<file path="src/rtl/sub_16bit_iterative_pkg.sv">
// sub_16bit_iterative_pkg: shared state encoding and sizing for the iterative subtractor
package sub_16bit_iterative_pkg;
  typedef enum logic [1:0] {
    IDLE = 2'd0,
    CALC = 2'd1,
    DONE = 2'd2
  } state_t;
  localparam int WIDTH = 16;
  localparam int NIBBLES = 4;
  localparam int SLICE_W = 4;
  localparam logic [1:0] LAST_K = 2'(NIBBLES - 1);
endpackage

</file>
<file path="src/rtl/sub_16bit_iterative_cla_4bit_slice.sv">
// cla_4bit_slice: combinational 4-bit carry-lookahead adder slice
//   a, b : 4-bit addends   cin : carry-in
//   s    : 4-bit sum       cout: carry-out
module cla_4bit_slice
  import sub_16bit_iterative_pkg::*;
(
  input  logic [SLICE_W-1:0] a,
  input  logic [SLICE_W-1:0] b,
  input  logic               cin,
  output logic [SLICE_W-1:0] s,
  output logic               cout
);
  logic [SLICE_W-1:0] g, p;
  logic [SLICE_W:0] c;
  always_comb begin
    g = a & b;
    p = a ^ b;
    c[0] = cin;
    c[1] = g[0] | (p[0] & cin);
    c[2] = g[1] | (p[1] & g[0]) | (p[1] & p[0] & cin);
    c[3] = g[2] | (p[2] & g[1]) | (p[2] & p[1] & g[0]) | (p[2] & p[1] & p[0] & cin);
    c[4] = g[3] | (p[3] & g[2]) | (p[3] & p[2] & g[1]) | (p[3] & p[2] & p[1] & g[0])
         | (p[3] & p[2] & p[1] & p[0] & cin);
    s = p ^ c[SLICE_W-1:0];
    cout = c[SLICE_W];
  end
endmodule

</file>
<file path="src/rtl/sub_16bit_iterative.sv">
// sub_16bit_iterative: in1 - in2 - b_in computed one 4-bit CLA slice per clock
//   clk, rst (async, active-high), start : control
//   in1, in2, b_in                        : operands, latched when start is accepted in IDLE
//   diff, b_out, overflow                 : registered result, held until the next accepted start
//   busy (CALC), done (one-cycle pulse)   : handshake
module sub_16bit_iterative
  import sub_16bit_iterative_pkg::*;
(
  input  logic             clk,
  input  logic             rst,
  input  logic             start,
  input  logic [WIDTH-1:0] in1,
  input  logic [WIDTH-1:0] in2,
  input  logic             b_in,
  output logic [WIDTH-1:0] diff,
  output logic             b_out,
  output logic             overflow,
  output logic             busy,
  output logic             done
);
  state_t state_q, state_d;
  logic [1:0] k_q, k_d;
  logic c_q, c_d;
  logic [WIDTH-1:0] a_q, a_d, b_q, b_d, diff_q, diff_d;
  logic b_out_q, b_out_d, ovf_q, ovf_d, busy_q, busy_d, done_q, done_d;
  logic [SLICE_W-1:0] s;
  logic cout;

  cla_4bit_slice u_slice (
    .a   (a_q[{k_q, 2'b00} +: SLICE_W]),
    .b   (b_q[{k_q, 2'b00} +: SLICE_W]),
    .cin (c_q),
    .s   (s),
    .cout(cout)
  );

  // b_q holds ~in2, so in2[15] differs from in1[15] exactly when b_q[15] equals a_q[15].
  // Flags are resolved on the final slice so they are valid on entry to DONE.
  always_comb begin
    state_d = state_q;
    k_d = k_q;
    c_d = c_q;
    a_d = a_q;
    b_d = b_q;
    diff_d = diff_q;
    b_out_d = b_out_q;
    ovf_d = ovf_q;
    if (state_q == IDLE && start) begin
      a_d = in1;
      b_d = ~in2;
      c_d = ~b_in;
      diff_d = '0;
      b_out_d = 1'b0;
      ovf_d = 1'b0;
      k_d = 2'd0;
      state_d = CALC;
    end else if (state_q == CALC) begin
      diff_d[{k_q, 2'b00} +: SLICE_W] = s;
      c_d = cout;
      k_d = k_q + 2'd1;
      if (k_q == LAST_K) begin
        state_d = DONE;
        b_out_d = ~cout;
        ovf_d = (a_q[WIDTH-1] == b_q[WIDTH-1]) & (s[SLICE_W-1] != a_q[WIDTH-1]);
      end
    end else if (state_q == DONE) begin
      state_d = IDLE;
    end
    busy_d = state_d == CALC;
    done_d = state_d == DONE;
  end

  always_ff @(posedge clk or posedge rst) begin
    if (rst) begin
      state_q <= IDLE;
      k_q <= 2'd0;
      c_q <= 1'b0;
      a_q <= '0;
      b_q <= '0;
      diff_q <= '0;
      b_out_q <= 1'b0;
      ovf_q <= 1'b0;
      busy_q <= 1'b0;
      done_q <= 1'b0;
    end else begin
      state_q <= state_d;
      k_q <= k_d;
      c_q <= c_d;
      a_q <= a_d;
      b_q <= b_d;
      diff_q <= diff_d;
      b_out_q <= b_out_d;
      ovf_q <= ovf_d;
      busy_q <= busy_d;
      done_q <= done_d;
    end
  end

  assign diff = diff_q;
  assign b_out = b_out_q;
  assign overflow = ovf_q;
  assign busy = busy_q;
  assign done = done_q;
endmodule

</file>
<file path="config.mk">
export PLATFORM = sky130hd
export DESIGN_NAME = sub_16bit_iterative
export DESIGN_NICKNAME = d
export VERILOG_FILES = /design/src/rtl/sub_16bit_iterative_pkg.sv /design/src/rtl/sub_16bit_iterative_cla_4bit_slice.sv /design/src/rtl/sub_16bit_iterative.sv
export SDC_FILE = /design/constraint.sdc
export NUM_CORES = 1
export LEC_CHECK = 0
export CAP_MARGIN = 20
export CORE_MARGIN = 1.5
export CORE_UTILIZATION = 35
export DETAILED_ROUTE_END_ITERATION = 10
export PLACE_DENSITY_LB_ADDON = 0.2
export SLEW_MARGIN = 10
export SYNTH_ARGS = -nofsm -noshare
export SYNTH_HDL_FRONTEND = slang
export SYNTH_SLANG_ARGS = --single-unit
</file>
<file path="constraint.sdc">
create_clock -name clk -period 7.3 [get_ports clk]
set_clock_uncertainty 0.2 [all_clocks]
set_input_delay 1.46 -clock clk [delete_from_list [all_inputs] [get_ports clk]]
set_output_delay 1.46 -clock clk [all_outputs]
set_load 0.02 [all_outputs]
</file>
# Word level (Yosys, flattened, before mapping)
# Cells that the tools add are included.
# W data, S select, Z words.
[totals] ff_bits=57 in_bits=36 out_inout_bits=20
[op_classes] addsub=2 eq_ne=7 shift=4 muxes=17 bitwise=33 reduce_logical=5
[ops] op="$mux W16" n=2
[ops] op="$shiftx A16 B5 Y4" n=2
[ops] op="$and A1 B1 Y1" n=17
[ops] op="$bwmux W16" n=1
[ops] op="$not A16 Y16" n=1
[ops] op="$shift A4 B6 Y16 const A" n=1
[ops] op="$shiftx A4 B6 Y16" n=1
[ops] op="$mux W2" n=6
[ops] op="$or A1 B1 Y1" n=10
[ops] op="$mux W1" n=8
[ops] op="$xor A4 B4 Y4" n=2
[ops] op="$eq A2 B2 Y1 const B" n=3
[ops] op="$neg A4 Y6" n=1
[ops] op="$and A4 B4 Y4" n=1
[ops] op="$eq A2 B1 Y1 const B" n=2
[ops] op="$reduce_bool A2 Y1" n=2
[ops] op="$add A2 B1 Y2 const B" n=1
[ops] op="$logic_not A2 Y1" n=1
[ops] op="$not A1 Y1" n=2
[ops] op="$reduce_and A2 Y1" n=1
[ops] op="$eq A1 B1 Y1" n=1
[ops] op="$logic_and A1 B1 Y1" n=1
[ops] op="$ne A1 B1 Y1" n=1

# Depth between registers and ports, before layout
# Gate-level depths: netlist of the first run.
[depth] word_depth=12 depth_mapped=7

# Hierarchy
# A second synthesis of the first run with hierarchy kept.
[hier_totals] hier_cells=215 area_unflattened_um2=2708.8
[by_module_without_submodules] mod="sub_16bit_iterative" instances=1 cells_each=198 area_each_um2=2561.2 seq_area_each_um2=1426.4
[by_module_without_submodules] mod="cla_4bit_slice" instances=1 cells_each=17 area_each_um2=147.6 seq_area_each_um2=0.0

# Worst setup path after synthesis of the first run
# No wires, ideal clock.
[synth_timing] path_type="input port to flip-flop" from="input port start" to="register a_q[0]" arrival_ps=2268 t_required_ps=6975 slack_ps=4707 stages=4 path_cell_list="nand2b_1 -> nor2_2 -> buf_2 -> mux2_2"
[synth_between] elab_chain_len=1
[synth_lines] item="start, declared" line_no="sub_16bit_iterative.sv:11" text="input logic start,"
[synth_lines] item="$logic_and A1 B1 Y1" line_no="sub_16bit_iterative.sv:48" text="if (state_q == IDLE && start) begin"
[synth_lines] item="end signal, assigned" line_no="sub_16bit_iterative.sv:78" text="a_q <= '0;"
[synth_lines] item="end signal, assigned" line_no="sub_16bit_iterative.sv:89" text="a_q <= a_d;"
[synth_lines] item="end, declared" line_no="sub_16bit_iterative.sv:24" text="logic [WIDTH-1:0] a_q, a_d, b_q, b_d, diff_q, diff_d;"
# No other way between the ends.
# A chain may end at the register's enable or synchronous reset.

# Worst setup path in the final report of the first run
[layout_timing] from="register k_q[0]" to="register ovf_q (netlist: overflow)"
[layout_between] elab_chain_len=12 word_cells_on_any_way=21
[layout_lines] item="start, declared" line_no="sub_16bit_iterative.sv:22" text="logic [1:0] k_q, k_d;"
[layout_lines] item="start signal, assigned" line_no="sub_16bit_iterative.sv:87" text="k_q <= k_d;"
[layout_lines] item="$shiftx A16 B5 Y4, on equally long branches" line_no="sub_16bit_iterative.sv:30, sub_16bit_iterative.sv:31"
[layout_lines] item="$xor A4 B4 Y4 or $and A4 B4 Y4 (tied branches)" line_no="sub_16bit_iterative_cla_4bit_slice.sv:17, sub_16bit_iterative_cla_4bit_slice.sv:16"
[layout_lines] item="$and A1 B1 Y1" line_no="sub_16bit_iterative_cla_4bit_slice.sv:21" text="c[3] = g[2] | (p[2] & g[1]) | (p[2] & p[1] & g[0]) | (p[2] & p[1] & p[0] & cin);"
[layout_lines] item="$or A1 B1 Y1 or $and A1 B1 Y1 (tied branches) (2 in series)" line_no="sub_16bit_iterative_cla_4bit_slice.sv:21"
[layout_lines] item="$or A1 B1 Y1" line_no="sub_16bit_iterative_cla_4bit_slice.sv:21"
[layout_lines] item="$xor A4 B4 Y4" line_no="sub_16bit_iterative_cla_4bit_slice.sv:24" text="s = p ^ c[SLICE_W-1:0];"
[layout_lines] item="$ne A1 B1 Y1" line_no="sub_16bit_iterative.sv:64" text="ovf_d = (a_q[WIDTH-1] == b_q[WIDTH-1]) & (s[SLICE_W-1] != a_q[WIDTH-1]);"
[layout_lines] item="$and A1 B1 Y1" line_no="sub_16bit_iterative.sv:64"
[layout_lines] item="$mux W1" line_no="sub_16bit_iterative.sv:61" text="if (k_q == LAST_K) begin"
[layout_lines] item="$mux W1" line_no="sub_16bit_iterative.sv:57" text="end else if (state_q == CALC) begin"
[layout_lines] item="$mux W1" line_no="sub_16bit_iterative.sv:48"
[layout_lines] item="end signal, assigned" line_no="sub_16bit_iterative.sv:93" text="ovf_q <= ovf_d;"
[layout_lines] item="end, declared" line_no="sub_16bit_iterative.sv:25" text="logic b_out_q, b_out_d, ovf_q, ovf_d, busy_q, busy_d, done_q, done_d;"
# Parallel ways exist; a longest one is shown, timed or not. The select of a mux whose other input is x is not followed.

==> flow_metrics.env, run 1 <==
export IMPL_syn_avg_cell_area_um2=13.0
export IMPL_fill_cells=680
export IMPL_grt_max_degree=58
export IMPL_setup_viol=0
export IMPL_yosysSeqAreaShare_pct=54.9
export IMPL_coreArea_um2=7210
export IMPL_hold_viol_final=0
export IMPL_cts_buffer_depth=2
export IMPL_drv_slew=0
export IMPL_clk_latency_ns=0.33
export IMPL_timing_critical_path_from="k_q[0]$_DFFE_PP0P_"
export IMPL_syn_nets=246
export IMPL_post_drt_wl_per_cell_um=14.2
export IMPL_async_reset_ff_share_pct=100
export IMPL_gp_congestion=0.840
export IMPL_drt_iter0_drc=80
export IMPL_die_y_um=89.2
export IMPL_hp_start="a_q[6]$_DFFE_PP0P_"
export IMPL_drc=0
export IMPL_synth_warnings=0
export IMPL_yosysMostFrequentCell="dfrtp_1"
export IMPL_dieArea_um2=7950
export IMPL_portBuffers=55
export IMPL_r2r_start="k_q[0]$_DFFE_PP0P_"
export IMPL_hold_buffers=0
export IMPL_p_seq_share_pct=32.9
export IMPL_routed_via_count=1763
export IMPL_slew_headroom_pct=53.0
export IMPL_h_tree_depth=3
export IMPL_grt_pass1_vias=1742
export IMPL_worst_setup_hold_path_clk_slew_ns=0.06
export IMPL_area_delta_synth_final_pct=33.0
export IMPL_ys_ff_latch=57
export IMPL_internal_power_mw=1.04
export IMPL_netlist_area_um2=2600
export IMPL_seqCellArea_um2=1430
export IMPL_fin_area_um2=3460
export IMPL_synth_edf_count=0
export IMPL_cts_tree="built"
export IMPL_arrival_ns=3.34
export IMPL_hp_class="flip-flop to flip-flop"
export IMPL_ys_top_cells_by_count="dfrtp_1, a21oi_1, nor2_1"
export IMPL_multiInputGateArea_um2=1110
export IMPL_hpwl_um=3530
export IMPL_grt_pass1_wl_um=8320
export IMPL_overflow=0
export IMPL_cts_sinks=57
export IMPL_maxCapViolCount=0
export IMPL_critPathKind="flip-flop to flip-flop"
export IMPL_synth_area_leaders="dfrtp_1, mux4_1, mux2_2"
export IMPL_p_leak_nw=1.49
export IMPL_rsz0062_at_grt="false"
export IMPL_peakVddDrop_v=0.000249
export IMPL_cp_required_ns=7.36
export IMPL_n_antenna_cell=0
export IMPL_yosysTopAreaCell="dfrtp_1"
export IMPL_tightestPinTransition_ns=0.705
export IMPL_dpl_instance_area_um2=3230
export IMPL_drive_above_1_share_pct=14.4
export IMPL_p_comb_share_pct=49.7
export IMPL_setup_tns_ns=0
export IMPL_worstSetupEndpointType="flip-flop"
export IMPL_status="finished clean"
export IMPL_drt_first_pass_iters=4
export IMPL_antenna_left=0
export IMPL_synth_cells=200
export IMPL_synthFlopType="dfrtp_1"
export IMPL_num_nets_final=305
export IMPL_synth_cell_type_count=34
export IMPL_worstSetupStartpointType="flip-flop"
export IMPL_yosysTopAreaCellShare_pct=54.9
export IMPL_fp_dieW_um=89.2
export IMPL_cts_buffers=9
export IMPL_grt_use_total_pct=14.4
export IMPL_cts_setup_buffers=0
export IMPL_post_cts_resize_count=0
export IMPL_viasPerCell=4.86
export IMPL_switching_share_pct=40.0
export IMPL_cp_max_fo=12
export IMPL_power_share_clock_pct=17.4
export IMPL_fmax_mhz=305
export IMPL_antenna_found_initial=0
export IMPL_fin_crit_sh_pct=45.0
export IMPL_rows=31
export IMPL_start_util_pct=36.0
export IMPL_power_density_nw_per_um2=500
export IMPL_ios=56
export IMPL_p_switching_uw=692
export IMPL_whs_ns=0.300
export IMPL_period_minus_slack_ns=3.28
export IMPL_clockRootBuffer="clkbuf_8"
export IMPL_routed_wl_um=5160
==> power by group through the flow <==
stage	Clock, mW	Combinational, mW	Sequential [mW]
finish	0.301	0.859	0.569
global route	0.324	0.941	0.588
CTS	0.312	0.866	0.573
detailed placement	0	0.860	0.579
global placement	0	0.844	0.574
floorplan	0	0.579	0.565
==> worst paths after layout <==
check	cells past startpoint	slack, ns	to
max in group asynchronous	3	4.99	b_q[5]$_DFFE_PP0P_
min in group asynchronous	3	1.45	diff[12]$_DFFE_PP0P_
worst min register to register	1	0.30	a_q[6]$_DFFE_PP0P_
worst max-delay path	6	4.02	overflow$_DFFE_PP0P_
worst max register to register	6	4.02	overflow$_DFFE_PP0P_
worst min-delay path	1	0.30	a_q[6]$_DFFE_PP0P_
==> cell type report <==
type	instances	area share [%]
Multi-Input combinational cell	130	32.0
Inverter	4	0.434
Clock buffer	14	4.99
Sequential cell	57	41.2
Tap cell	99	3.58
Clock inverter	2	1.01
Timing Repair Buffer	57	16.7
==> flip-flops by register name, summed over array words and instances, names as in the netlist <==
signal and count:
a_q 16, b_out 1, b_q 16, busy 1
c_q 1, diff 16, done 1, k_q 2
overflow 1, state_q 2
==> stage by stage <==
step           setup WS [ns]  power (mW)  utilization, %  std cells
2_1_floorplan           4.24        1.14               -        200
3_3_place_gp            3.48        1.42            44.8        346
5_1_grt                 3.81        1.85            47.9        363
3_5_place_dp            3.42        1.44            44.8        346
4_1_cts                 3.78        1.75            47.7        362
6_report                4.02        1.73            47.9        363
==> logic make-up after synthesis <==
kind of cell	share of synthesized area [%]
mux	15.8
flops	54.9
xor+xnor	1.01
compound gates	12.8
fa+ha+maj	5.10
simple gates	7.60
buf+inv	2.74
==> critical path, stage by stage (launching register included) <==
cell and delay [ns]:
dfrtp_1 0.77, mux4_1 0.76, ha_1 0.35, a21oi_1 0.07
o21ai_0 0.26, xor2_1 0.55, mux2i_1 0.25
==> metal layers <==
layer  share of wire, %  vias to the layer above  global-route usage, %  routed length [um]
li1                   -                      855                      -                   -
met1                 47                      849                   18.0                2420
met2                 46                       51                   22.8                2370
met3                5.8                        8                   5.63                 301
met4                1.4                        0                   5.17                  70
met5                  0                        -                      0                   0
==> layout by cell type (no fill, tap or decap), types with 8 or more instances in the layout <==
| cell type | instances |
|---|---|
| nand2_1 | 11 |
| clkbuf_8 | 12 |
| nor2_1 | 19 |
| mux4_1 | 8 |
| mux2_2 | 17 |
| ha_1 | 9 |
| clkdlybuf4s50_1 | 55 |
| a22o_1 | 16 |
| a21oi_1 | 22 |
| dfrtp_1 | 57 |
(Power assumes the default switching activity.)
==> run 2, diff against run 1 <==
==> constraint.sdc (replaced) <==
create_clock -name clk -period 3.1 [get_ports clk]
set_clock_uncertainty 0.2 [all_clocks]
set_input_delay 0.62 -clock clk [delete_from_list [all_inputs] [get_ports clk]]
set_output_delay 0.62 -clock clk [all_outputs]
set_load 0.02 [all_outputs]
==> run 2 against run 1 <==
- core utilization increased by 0.73 points
- critical path depth increased by 1
- critical endpoint is now diff[7]$_DFFE_PP0P_
- cell area increased by 1.5%
- die area unchanged
- flip-flop and latch count unchanged
- largest cell class unchanged
- clock power increased to 2.8 times the previous value
- first-iteration DRC count decreased by 6.3%
- combinational power increased by 150%
- via count decreased by 0.45%
- global-route usage increased by 0.46 points
- sequential share of layout area decreased by 0.62 points
- worst hold slack improved by 0.00063 ns
==> flow_metrics.env, run 2 (synthesis results as in run 1) <==
export IMPL_layout_commonest_cell="dfrtp_1"
export IMPL_start_util_pct=36.0
export IMPL_fmax_mhz=357
export IMPL_critPathKind="flip-flop to flip-flop"
export IMPL_h_tree_depth=3
export IMPL_grt_use_total_pct=14.9
export IMPL_drc=0
export IMPL_r2r_start="k_q[0]$_DFFE_PP0P_"
export IMPL_whs_ns=0.301
export IMPL_post_place_ws_ns=0.285
export IMPL_hold_viol_final=0
export IMPL_area_delta_synth_final_pct=35.0
export IMPL_cp_max_fo=10
export IMPL_drt_first_pass_iters=4
export IMPL_arrival_ns=2.82
export IMPL_grt_max_degree=58
export IMPL_cts_buffer_depth=2
export IMPL_path_delay_family="multiplexers"
export IMPL_worst_path_buf_inv=1
export IMPL_worst_setup_hold_path_clk_slew_ns=0.06
export IMPL_fp_dieW_um=89.2
export IMPL_cts_sinks=57
export IMPL_rows=31
export IMPL_cts_buffers=9
export IMPL_portBuffers=55
export IMPL_drive_above_1_share_pct=16.0
export IMPL_maxCapViolCount=0
export IMPL_worst_r2r_endpoint="diff[7]$_DFFE_PP0P_"
export IMPL_antenna_left=0
export IMPL_dpl_instance_area_um2=3280
export IMPL_setup_viol=0
export IMPL_routed_wl_um=5400
export IMPL_viasPerCell=4.77
export IMPL_drv_slew=0
export IMPL_setup_tns_ns=0
export IMPL_final_cell_mix="dfrtp_1, clkdlybuf4s50_1, a21oi_1, nor2_1, mux2_2"
export IMPL_rsz0062_at_grt="false"
export IMPL_antenna_found_initial=0
export IMPL_num_nets_final=310
export IMPL_r2r_setup_slack_ns=0.30
export IMPL_cp_required_ns=3.12
export IMPL_grt_pass1_wl_um=8640
export IMPL_cp_slowest_stage_delay_ns=0.72
export IMPL_overflow=0
export IMPL_fin_crit_sh_pct=90.4
export IMPL_hp_start="diff[1]$_DFFE_PP0P_"
export IMPL_timing_critical_path_from="k_q[0]$_DFFE_PP0P_"
export IMPL_post_cts_resize_count=0
export IMPL_seqCellArea_um2=1430
export IMPL_cts_tree="built"
export IMPL_hp_class="flip-flop to flip-flop"
export IMPL_drt_iter0_drc=75
export IMPL_rr_worst_depth=7
export IMPL_tightestPinTransition_ns=0.718
export IMPL_cts_setup_buffers=0
export IMPL_worstSetupEndpointType="flip-flop"
export IMPL_period_minus_slack_ns=2.80
export IMPL_fill_cells=666
export IMPL_grt_pass1_vias=1740
export IMPL_hold_depth=1
export IMPL_ios=56
export IMPL_peakVddDrop_v=0.000523
export IMPL_routed_via_count=1755
export IMPL_clk_latency_ns=0.33
export IMPL_die_y_um=89.2
export IMPL_hpwl_um=3870
export IMPL_power_density_nw_per_um2=1220
export IMPL_multiInputGateArea_um2=1110
export IMPL_critical_path_slowest_cell="mux4_1"
export IMPL_min_to="diff[1]$_DFFE_PP0P_"
export IMPL_timing_final_ws_setup_ns=0.299
export IMPL_worstPathCellList="mux4_1 > ha_1 > a21oi_1 > o21ai_0 > xor2_1 > buf_4 > a22o_1"
export IMPL_p_leak_nw=1.52
export IMPL_hold_buffers=0
export IMPL_coreArea_um2=7210
export IMPL_slew_headroom_pct=52.1
export IMPL_p_total_mw=4.30
export IMPL_post_drt_wl_per_cell_um=14.7
export IMPL_worstSetupStartpointType="flip-flop"
export IMPL_clockRootBuffer="clkbuf_8"
export IMPL_gp_congestion=0.840
export IMPL_dieArea_um2=7950
export IMPL_n_antenna_cell=0
export IMPL_fin_area_um2=3510
export IMPL_status="finished clean"
## run 2: cell count changes in the layout (fill, tap and decap cells not counted)
| cell | change |
|---|---|
| buf_4 | +6 |
| buf_12 | -1 |
| clkbuf_8 | -3 |
| clkinv_4 | +1 |
| bufinv_16 | +2 |
## run 2: power breakdown
group	switching (mW)	total [mW]	internal [mW]	leakage, nW
logic	1.06	2.12	1.06	0.708
registers	0.267	1.35	1.08	0.695
clock network	0.297	0.832	0.535	0.118
## run 2: worst max path at each step
| stage | endpoint | slack (ns) | cells after the start |
|---|---|---|---|
| final | diff[7]$_DFFE_PP0P_ | 0.30 | 7 |
| after global routing | overflow$_DFFE_PP0P_ | 0.13 | 7 |
| after CTS | diff[7]$_DFFE_PP0P_ | 0.28 | 7 |
| after detailed placement | overflow$_DFFE_PP0P_ | 0.28 | 7 |
| after global placement | diff[15]$_DFFE_PP0P_ | 0.38 | 7 |
| after floorplan | overflow$_DFFE_PP0P_ | 0.53 | 7 |
## run 2: cell type report
cell class | instances | area share (%)
multi-input cells | 130 | 31.5
well taps | 99 | 3.53
inverters | 4 | 0.428
clock inverters | 5 | 2.96
clock buffers | 11 | 3.74
flip-flops and latches | 57 | 40.6
repair buffers | 62 | 17.2
## run 2: metrics by stage
stage,cells,util [%]
floorplan,200,-
detailed placement,352,45.4
global placement,352,45.4
global route,368,48.7
finish,368,48.7
CTS,368,48.7
## run 2: per-layer routing
metal	wire [um]	up-vias	track usage, %
li1	-	863	-
met4	82	0	7.69
met2	2490	48	22.8
met3	242	7	3.14
met1	2590	837	19.9
met5	0	-	0
==> run 3, diff against run 2 <==
--- a/config.mk
+++ b/config.mk
@@ -5,6 +5,7 @@
 export SDC_FILE = /design/constraint.sdc
 export NUM_CORES = 1
 export LEC_CHECK = 0
+export ABC_CLOCK_PERIOD_IN_PS = 3100
 export CAP_MARGIN = 20
 export CORE_MARGIN = 1.5
 export CORE_UTILIZATION = 35
==> results of run 3 <==
The final DEF is identical to that of run 2; final timing and power are the same.
